===== src/rtl/truth_table_sweeper_pkg.sv =====
// Shared types and helpers for the exhaustive truth-table sweeper.
// Pattern ordering and hold-counter sizing live here so the top and index generator agree.
package truth_table_sweeper_pkg;

   localparam int MAX_N_IN = 12;

   typedef enum logic [1:0] {
      IDLE  = 2'd0,
      APPLY = 2'd1,
      DONE  = 2'd2
   } state_t;

   function automatic logic [MAX_N_IN-1:0] bin2gray(input logic [MAX_N_IN-1:0] b);
      return b ^ (b >> 1);
   endfunction

   // HOLD is at least 2, so the counter always needs at least one bit.
   function automatic int hold_cnt_width(input int hold);
      return (hold < 2) ? 1 : $clog2(hold);
   endfunction

endpackage


===== src/rtl/sweep_index_gen.sv =====
// Pattern index and hold counter for the sweeper; drives x registered, in binary or Gray order.
// sample_stb marks the last hold cycle of a pattern, last marks the final pattern.
module sweep_index_gen
   import truth_table_sweeper_pkg::*;
#(
   parameter int N_IN = 5,
   parameter int HOLD = 20,
   parameter int GRAY = 0
) (
   input  logic            clk,
   input  logic            rst,
   input  logic            clear,
   input  logic            run,
   output logic [N_IN-1:0] x,
   output logic            sample_stb,
   output logic            last
);

   localparam int HCW = hold_cnt_width(HOLD);
   localparam logic [HCW-1:0] HOLD_LAST = HCW'(HOLD - 1);

   logic [N_IN-1:0] idx_q;
   logic [N_IN-1:0] idx_inc;
   logic [N_IN-1:0] x_q;
   logic [N_IN-1:0] x_inc;
   logic [HCW-1:0]  hold_q;

   // x is precomputed for the next index so the pattern leaves a flop, not a gray encoder.
   always_comb begin
      idx_inc = idx_q + N_IN'(1);
      x_inc   = (GRAY != 0) ? N_IN'(bin2gray(MAX_N_IN'(idx_inc))) : idx_inc;
   end

   assign sample_stb = (hold_q == HOLD_LAST);
   assign last       = &idx_q;
   assign x          = x_q;

   always_ff @(posedge clk) begin
      if (rst) begin
         idx_q  <= '0;
         x_q    <= '0;
         hold_q <= '0;
      end else if (clear) begin
         idx_q  <= '0;
         x_q    <= '0;
         hold_q <= '0;
      end else if (run) begin
         if (sample_stb) begin
            if (!last) begin
               idx_q  <= idx_inc;
               x_q    <= x_inc;
               hold_q <= '0;
            end
         end else begin
            hold_q <= hold_q + HCW'(1);
         end
      end
   end

endmodule


===== src/rtl/truth_table_sweeper.sv =====
// Exhaustive stimulus-and-check engine: walks every input pattern, compares y to EXPECTED,
// and reports mismatch count, first failing pattern and pass/done.
//
// state | meaning
// IDLE  | after reset, waiting for start
// APPLY | driving patterns, sampling y on the last hold cycle
// DONE  | sweep finished, results held until the next start
module truth_table_sweeper
   import truth_table_sweeper_pkg::*;
#(
   parameter int N_IN  = 5,
   parameter int N_OUT = 1,
   parameter int HOLD  = 20,
   parameter int GRAY  = 0,
   parameter logic [(1<<N_IN)*N_OUT-1:0] EXPECTED = '0
) (
   input  logic             clk,
   input  logic             rst,
   input  logic             start,
   input  logic [N_OUT-1:0] y,
   output logic [N_IN-1:0]  x,
   output logic             busy,
   output logic             done,
   output logic             pass,
   output logic [N_IN:0]    err_count,
   output logic             first_err_valid,
   output logic [N_IN-1:0]  first_err_x
);

   localparam logic [N_IN:0] ERR_MAX = {1'b1, {N_IN{1'b0}}};
   localparam logic [N_IN:0] ERR_ONE = (N_IN+1)'(1);

   state_t state_q, state_d;

   logic             clear;
   logic             run;
   logic             sample;
   logic             mismatch;
   logic             finish;
   logic             sample_stb;
   logic             last;
   logic [N_IN-1:0]  x_w;
   logic [N_OUT-1:0] exp_y;

   logic             busy_q;
   logic             done_q;
   logic             pass_q;
   logic [N_IN:0]    err_q;
   logic             fev_q;
   logic [N_IN-1:0]  fex_q;

   sweep_index_gen #(
      .N_IN (N_IN),
      .HOLD (HOLD),
      .GRAY (GRAY)
   ) u_index_gen (
      .clk        (clk),
      .rst        (rst),
      .clear      (clear),
      .run        (run),
      .x          (x_w),
      .sample_stb (sample_stb),
      .last       (last)
   );

   always_ff @(posedge clk) begin
      if (rst) state_q <= IDLE;
      else     state_q <= state_d;
   end

   always_comb begin
      state_d = state_q;
      case (state_q)
         IDLE:    if (start) state_d = APPLY;
         APPLY:   if (finish) state_d = DONE;
         DONE:    if (start) state_d = APPLY;
         default: state_d = IDLE;
      endcase
   end

   // Expected value is looked up at the driven pattern, which differs from idx in Gray order.
   always_comb begin
      clear    = 1'b0;
      run      = 1'b0;
      case (state_q)
         IDLE:    clear = start;
         APPLY:   run   = 1'b1;
         DONE:    clear = start;
         default: ;
      endcase
      exp_y    = N_OUT'(EXPECTED >> (32'(x_w) * N_OUT));
      sample   = run && sample_stb;
      mismatch = sample && (y != exp_y);
      finish   = sample && last;
   end

   always_ff @(posedge clk) begin
      if (rst) begin
         busy_q <= 1'b0;
         done_q <= 1'b0;
         pass_q <= 1'b0;
         err_q  <= '0;
         fev_q  <= 1'b0;
         fex_q  <= '0;
      end else begin
         busy_q <= (state_d == APPLY);
         done_q <= (state_d == DONE);
         if (clear) begin
            pass_q <= 1'b0;
            err_q  <= '0;
            fev_q  <= 1'b0;
            fex_q  <= '0;
         end else begin
            if (mismatch) begin
               if (err_q != ERR_MAX) err_q <= err_q + ERR_ONE;
               if (!fev_q) begin
                  fev_q <= 1'b1;
                  fex_q <= x_w;
               end
            end
            // Final-pattern mismatch is folded in here so pass agrees with err_count.
            if (finish) pass_q <= (err_q == '0) && !mismatch;
         end
      end
   end

   assign x               = x_w;
   assign busy            = busy_q;
   assign done            = done_q;
   assign pass            = pass_q;
   assign err_count       = err_q;
   assign first_err_valid = fev_q;
   assign first_err_x     = fex_q;

endmodule


===== config.mk =====
export PLATFORM = sky130hd
export DESIGN_NAME = truth_table_sweeper
export DESIGN_NICKNAME = d
export VERILOG_FILES = /design/src/rtl/truth_table_sweeper_pkg.sv /design/src/rtl/sweep_index_gen.sv /design/src/rtl/truth_table_sweeper.sv
export SDC_FILE = /design/constraint.sdc
export NUM_CORES = 1
export LEC_CHECK = 0
export ABC_AREA = 1
export BUFFER_PORTS_ARGS = -buffer_cell sky130_fd_sc_hd__clkbuf_2
export CORE_ASPECT_RATIO = 1.5
export CORE_MARGIN = 2
export CORE_UTILIZATION = 40
export CTS_CLUSTER_DIAMETER = 200
export CTS_CLUSTER_SIZE = 25
export DETAILED_ROUTE_END_ITERATION = 8
export SKIP_LAST_GASP = 1
export SYNTH_ARGS = -nofsm -noshare
export SYNTH_HDL_FRONTEND = slang
export SYNTH_SLANG_ARGS = --single-unit

===== constraint.sdc =====
create_clock -name clk -period 3.4 [get_ports clk]
set_clock_uncertainty 0.2 [all_clocks]
set_input_delay 0.34 -clock clk [delete_from_list [all_inputs] [get_ports clk]]
set_output_delay 0.34 -clock clk [all_outputs]
set_load 0.02 [all_outputs]

---- Word-level counts from Yosys, hierarchy flattened ----
Index checks and enable logic that the tools add are counted.
cells by class
  $add $sub $neg .......................... 3
  $mul .................................... 0
  divide/modulo/power cells ............... 0
  order comparisons ....................... 0
  equal/unequal tests ..................... 8
  shift-type cells ........................ 1
  multiplexer cells ....................... 7
  bitwise gates (word level) .............. 2
  reductions and logical operators ........ 14
operator list
  kind                                                               number
  5-bit by 1-bit adder with 5-bit output, second input constant      2
  5-bit 2-to-1 mux                                                   2
  6-bit by 1-bit adder with 6-bit output, second input constant      1
  6-bit logical NOT                                                  1
  6-bit inequality test, second input constant                       1
  2-bit AND reduction                                                3
  5-bit == test, second input constant                               1
  5-bit AND reduction                                                1
  1-bit by 5-bit >> shifter with 1-bit output, first input constant  1
  2-bit by 1-bit == test with 1-bit output, second input constant    2
  2-bit == test, second input constant                               2
  1-bit logical AND                                                  4
  2-bit 2-to-1 mux                                                   2
  2-bit one-hot mux with 2 select lines                              1
  2-bit OR reduction                                                 2
  3-bit AND reduction                                                1
  2-bit logical NOT                                                  1
  1-bit 2-to-1 mux                                                   2
  2-bit inequality test, second input constant                       1
  1-bit inverter                                                     2
  1-bit logical NOT                                                  1
  1-bit inequality test                                              1
word-level totals
  flip-flop bits (word level) ............. 27
  bits in latches ......................... 0
  RAM bits ................................ 0
  ROM bits ................................ 0
  input port bits ......................... 4
  output and inout port bits .............. 20
  word-level logic and storage cells ...... 44
  memories kept ........................... 0

---- Logic depth before layout (Yosys ltp) ----
  depth after elaboration ................. 7
  depth in mapped cells ................... 11
  gate-level depth less buffers ........... 11

---- Cells and area by module ----
From an unflattened synthesis, not the netlist that was laid out.
second synthesis, totals
  cells, all modules ...................... 186
  area, all modules ....................... 1348.8 µm²
modules (own cells, without submodules)
  module               times used  cells an instance  area an instance (µm²)  seq. area each (µm²)
  truth_table_sweeper  1           103                803.3                   340.3
  sweep_index_gen      1           83                 545.5                   200.2

---- Least setup slack after synthesis ----
Ideal clock, no wire load.
  path kind ............................... flip-flop to flip-flop
  start ................................... reg u_index_gen.idx_q[0]
  end ..................................... reg u_index_gen.hold_q[4]
  library setup time ...................... 128 ps
  data arrival time ....................... 1474 ps
  required time ........................... 3072 ps
  path slack .............................. 1599 ps
  stages on the path, launching flop included .. 12
  path buffers ............................ 0
  period minus slack after synthesis ...... 1801 ps
  cell sequence ........................... dfxtp_1 ha_1 inv_1 nor3_1 ha_1 inv_1 nand2_2 nand2_4 inv_6 nor2_2 nor2_1 nor2_1
between the ends
  cells in the longest elaborated chain, start to end .. 3
ends and longest elaborated chain
  element                          RTL line               text
  start, declared                  sweep_index_gen.sv:22  logic [N_IN-1:0] idx_q;
  start signal, assigned           sweep_index_gen.sv:50  idx_q <= idx_inc;
  5-bit AND reduction              sweep_index_gen.sv:35  assign last = &idx_q;
  2-bit inequality test (no line)  n/a
  2-bit AND reduction (no line)    n/a
  end signal, assigned             sweep_index_gen.sv:55  hold_q <= hold_q + HCW'(1);
  end, declared                    sweep_index_gen.sv:26  logic [HCW-1:0] hold_q;
No other way between the ends.
A chain may end at the register's enable or synchronous reset.

---- Worst setup path after layout ----
Same ends and word-level chain as after synthesis.

==> metrics.txt <==
slew of the pin with the lowest slew margin 325 ps; slack of the critical path 1630 ps; Post-Route WL 2660 um; Detail Route met3 WL 81 um; site row count 25; worst vdd ir 0.223 mV; min cycle time layout 1770 ps; Crit Path Category reg -> reg; DP HPWL 2120 um; crit path max fanout 6; drc violations 0; post-CTS setup buffer count 0; Critical Path RT 3350 ps; met2 wire length roughly 1400 um; reg2reg end u_index_gen.hold_q[4]$_SDFFE_PP0P_; max-cap violations 0; Crit path depth 11; share of post-route cells with drive strength above 1 23.6%; Worst setup startpoint u_index_gen.idx_q[0]$_SDFFE_PP0P_; R2R Setup Slk between 1500 and 2000 ps; crit-path cells ha_1, inv_1, nor3_1, ha_1, inv_1, nand2_2, nand2_4, inv_6, nor2_2, nor2_1, nor2_1; Hold Crit Class in -> reg; uppermost layer routed met4; grt ovf 0; ys async rst share 0%; DRT iter0 DRCs 19; CTS Buf Count 3; Root Buffer clkbuf_8; slowest cell delay on critical path approximately 420 ps; final std cells w/o fill around 240; Clock Sinks 27; antenna violations before repair 0; Die Area 3880 sq um; fin crit share 51.9%; Post-Syn Area 1360 sq um; mean routed wirelength per cell 10.9 um; Seq cells post-synth 27; worst setup path endpoint u_index_gen.hold_q[4]$_SDFFE_PP0P_; CTS tree yes; outcome completed; final max-slew violation count 0; Area Growth Syn to Fin 15.0%; Crit path arrival time between 1500 and 2000 ps; largest net degree at the start of global routing 20; clk_lat worst skew 270 ps; clock buffer depth 2; CP Capture Type flop; RR Startpoint u_index_gen.idx_q[0]$_SDFFE_PP0P_; most frequent cells after synthesis nand2_1 (36), dfxtp_1 (27), a21oi_1 (24), inv_1 (18), nand3_1 (15); gr usage total 15.5%; met1 wire length 1130 um; WP buf/inv 3; most numerous cell in the Yosys netlist nand2_1; Post-synth EDFFs 0; crit start category flop; hold_buf cts 0; syn avg cell area 7.61 sq um; # resized after CTS 0; cells after synthesis 178; Worst Reg-to-Reg Cells 11; DP Cell Count 239; Setup TNS Final 0 ps; Mapped Nets approximately 190; Area contributors post-synth dfxtp_1 (40%), nand2_1 (10%), a21oi_1 (8.9%), nand3_1 (5.5%), inv_1 (5.0%); register area share after synthesis 39.9%; top cell type by total area after synthesis dfxtp_1; first-pass iteration count of the detailed router 4; Antenna Diode Count 0; synth warn 0; Nets 213; global-route wire length before repair roughly 4600 um; Fin. Hold Viols 0; Pwr Density 346 nW/um^2; Rel. slew slack between 70% and 80%; Starting Density 42.5%; delay-heaviest family, CP simple AND/OR/NAND/NOR gates; die span in y 75.3 um; RSZ-0062 raised after global routing false; Port Buffers 23; Top FF cell, synth dfxtp_1; Netlist cell types 26; Via density roughly 4.9; Fmax achieved 566 MHz; Chip Width 51.5 um; Leak 0.645 nW; placed instance area around 1500 sq um; CP max stage cell dfxtp_1; number of global-route vias before repair 1122; final setup fails 0; htree depth 1; post-route ant nets 0; CTS clock-pin slew for the worst setup and hold paths 90 ps; num ports 24; fillers 340; Final Cell Area 1560 sq um; via count roughly 1200; Hold Path Cell Cnt 2; Final Wtd Congestion 0.787; DP Worst Slack 1630 ps; share of the synthesized area in the top cell type 39.9%; core box area around 3200 sq um
-- routing by layer --
layer | up-vias | track usage (%)
li1 | 630 | -
met4 | 0 | 7.89
met5 | - | 0
met3 | 6 | 2.78
met2 | 15 | 28.3
met1 | 539 | 16.9
-- placed cells by master (no fill, tap or decap), drive strengths merged --
cell	netlist	final
nand2	41	41
dfxtp	27	27
nor2	21	21
nand3b	1	1
a21oi	25	25
ha	5	5
inv	23	23
nand4	4	4
nor3	2	2
nand3	17	17
xor2	4	4
clkinv	0	1
o21ai	6	6
clkbuf	0	26
-- state kept, by name, indices dropped and copies added, names as in the netlist --
register / cells
busy: 1
done: 1
err_count: 6
first_err_valid: 1
first_err_x: 5
pass: 1
state_q: 2
u_index_gen.hold_q: 5
u_index_gen.idx_q: 5
-- report_power, final --
part           switching (mW)  internal [mW]
logic                  0.0285         0.0109
registers             0.00215          0.320
clock network          0.0953         0.0820
-- stage by stage --
stage / util (%) / power (mW) / hold slack [ps]
6_report: 48.8 / 0.539 / 95.5
5_1_grt: 48.8 / 0.567 / 89.8
4_1_cts: 48.8 / 0.550 / 86.7
3_5_place_dp: 47.4 / 0.370 / 260
3_3_place_gp: 47.4 / 0.369 / 252
2_1_floorplan: - / 0.360 / 209
-- worst min-delay path by stage --
| stage | start | endpoint | slack, ps |
|---|---|---|---|
| final | rst | state_q[0]$_SDFF_PP0_ | 100 |
| after global routing | rst | state_q[0]$_SDFF_PP0_ | 90 |
| after CTS | rst | state_q[1]$_SDFF_PP0_ | 90 |
| after detailed placement | first_err_x[4]$_SDFFE_PP0P_ | first_err_x[4]$_SDFFE_PP0P_ | 260 |
| after global placement | first_err_x[1]$_SDFFE_PP0P_ | first_err_x[1]$_SDFFE_PP0P_ | 250 |
| after floorplan | rst | busy$_SDFF_PP0_ | 210 |
-- layout make-up --
cell class | instances | area, sq um | share of cell area, %
tap | 40 | 50.0 | 3.21
inverter | 23 | 91.3 | 5.86
multi-input combinational | 126 | 714 | 45.9
sequential | 27 | 541 | 34.7
clock buffer | 3 | 41.3 | 2.65
timing repair buffer | 23 | 115 | 7.39
clock inverter | 1 | 5.00 | 0.321
-- worst register-to-register path, stage by stage (launching register included) --
cell and delay, ps:
dfxtp_1 420, ha_1 190, inv_1 50, nor3_1 130
ha_1 160, inv_1 60, nand2_2 110, nand2_4 90
inv_6 80, nor2_2 30, nor2_1 80, nor2_1 40
-- cell families after synthesis --
family	count (synthesis)	synth area share (%)
AO/OA/AOI/OAI	31	11.7
XOR/XNOR	4	2.59
adder cells (fa/ha/maj)	5	4.62
buffers and inverters	25	7.39
flip-flops	27	39.9
AND/OR/NAND/NOR	86	33.8
No activity file was read; power rests on OpenSTA's default activity.
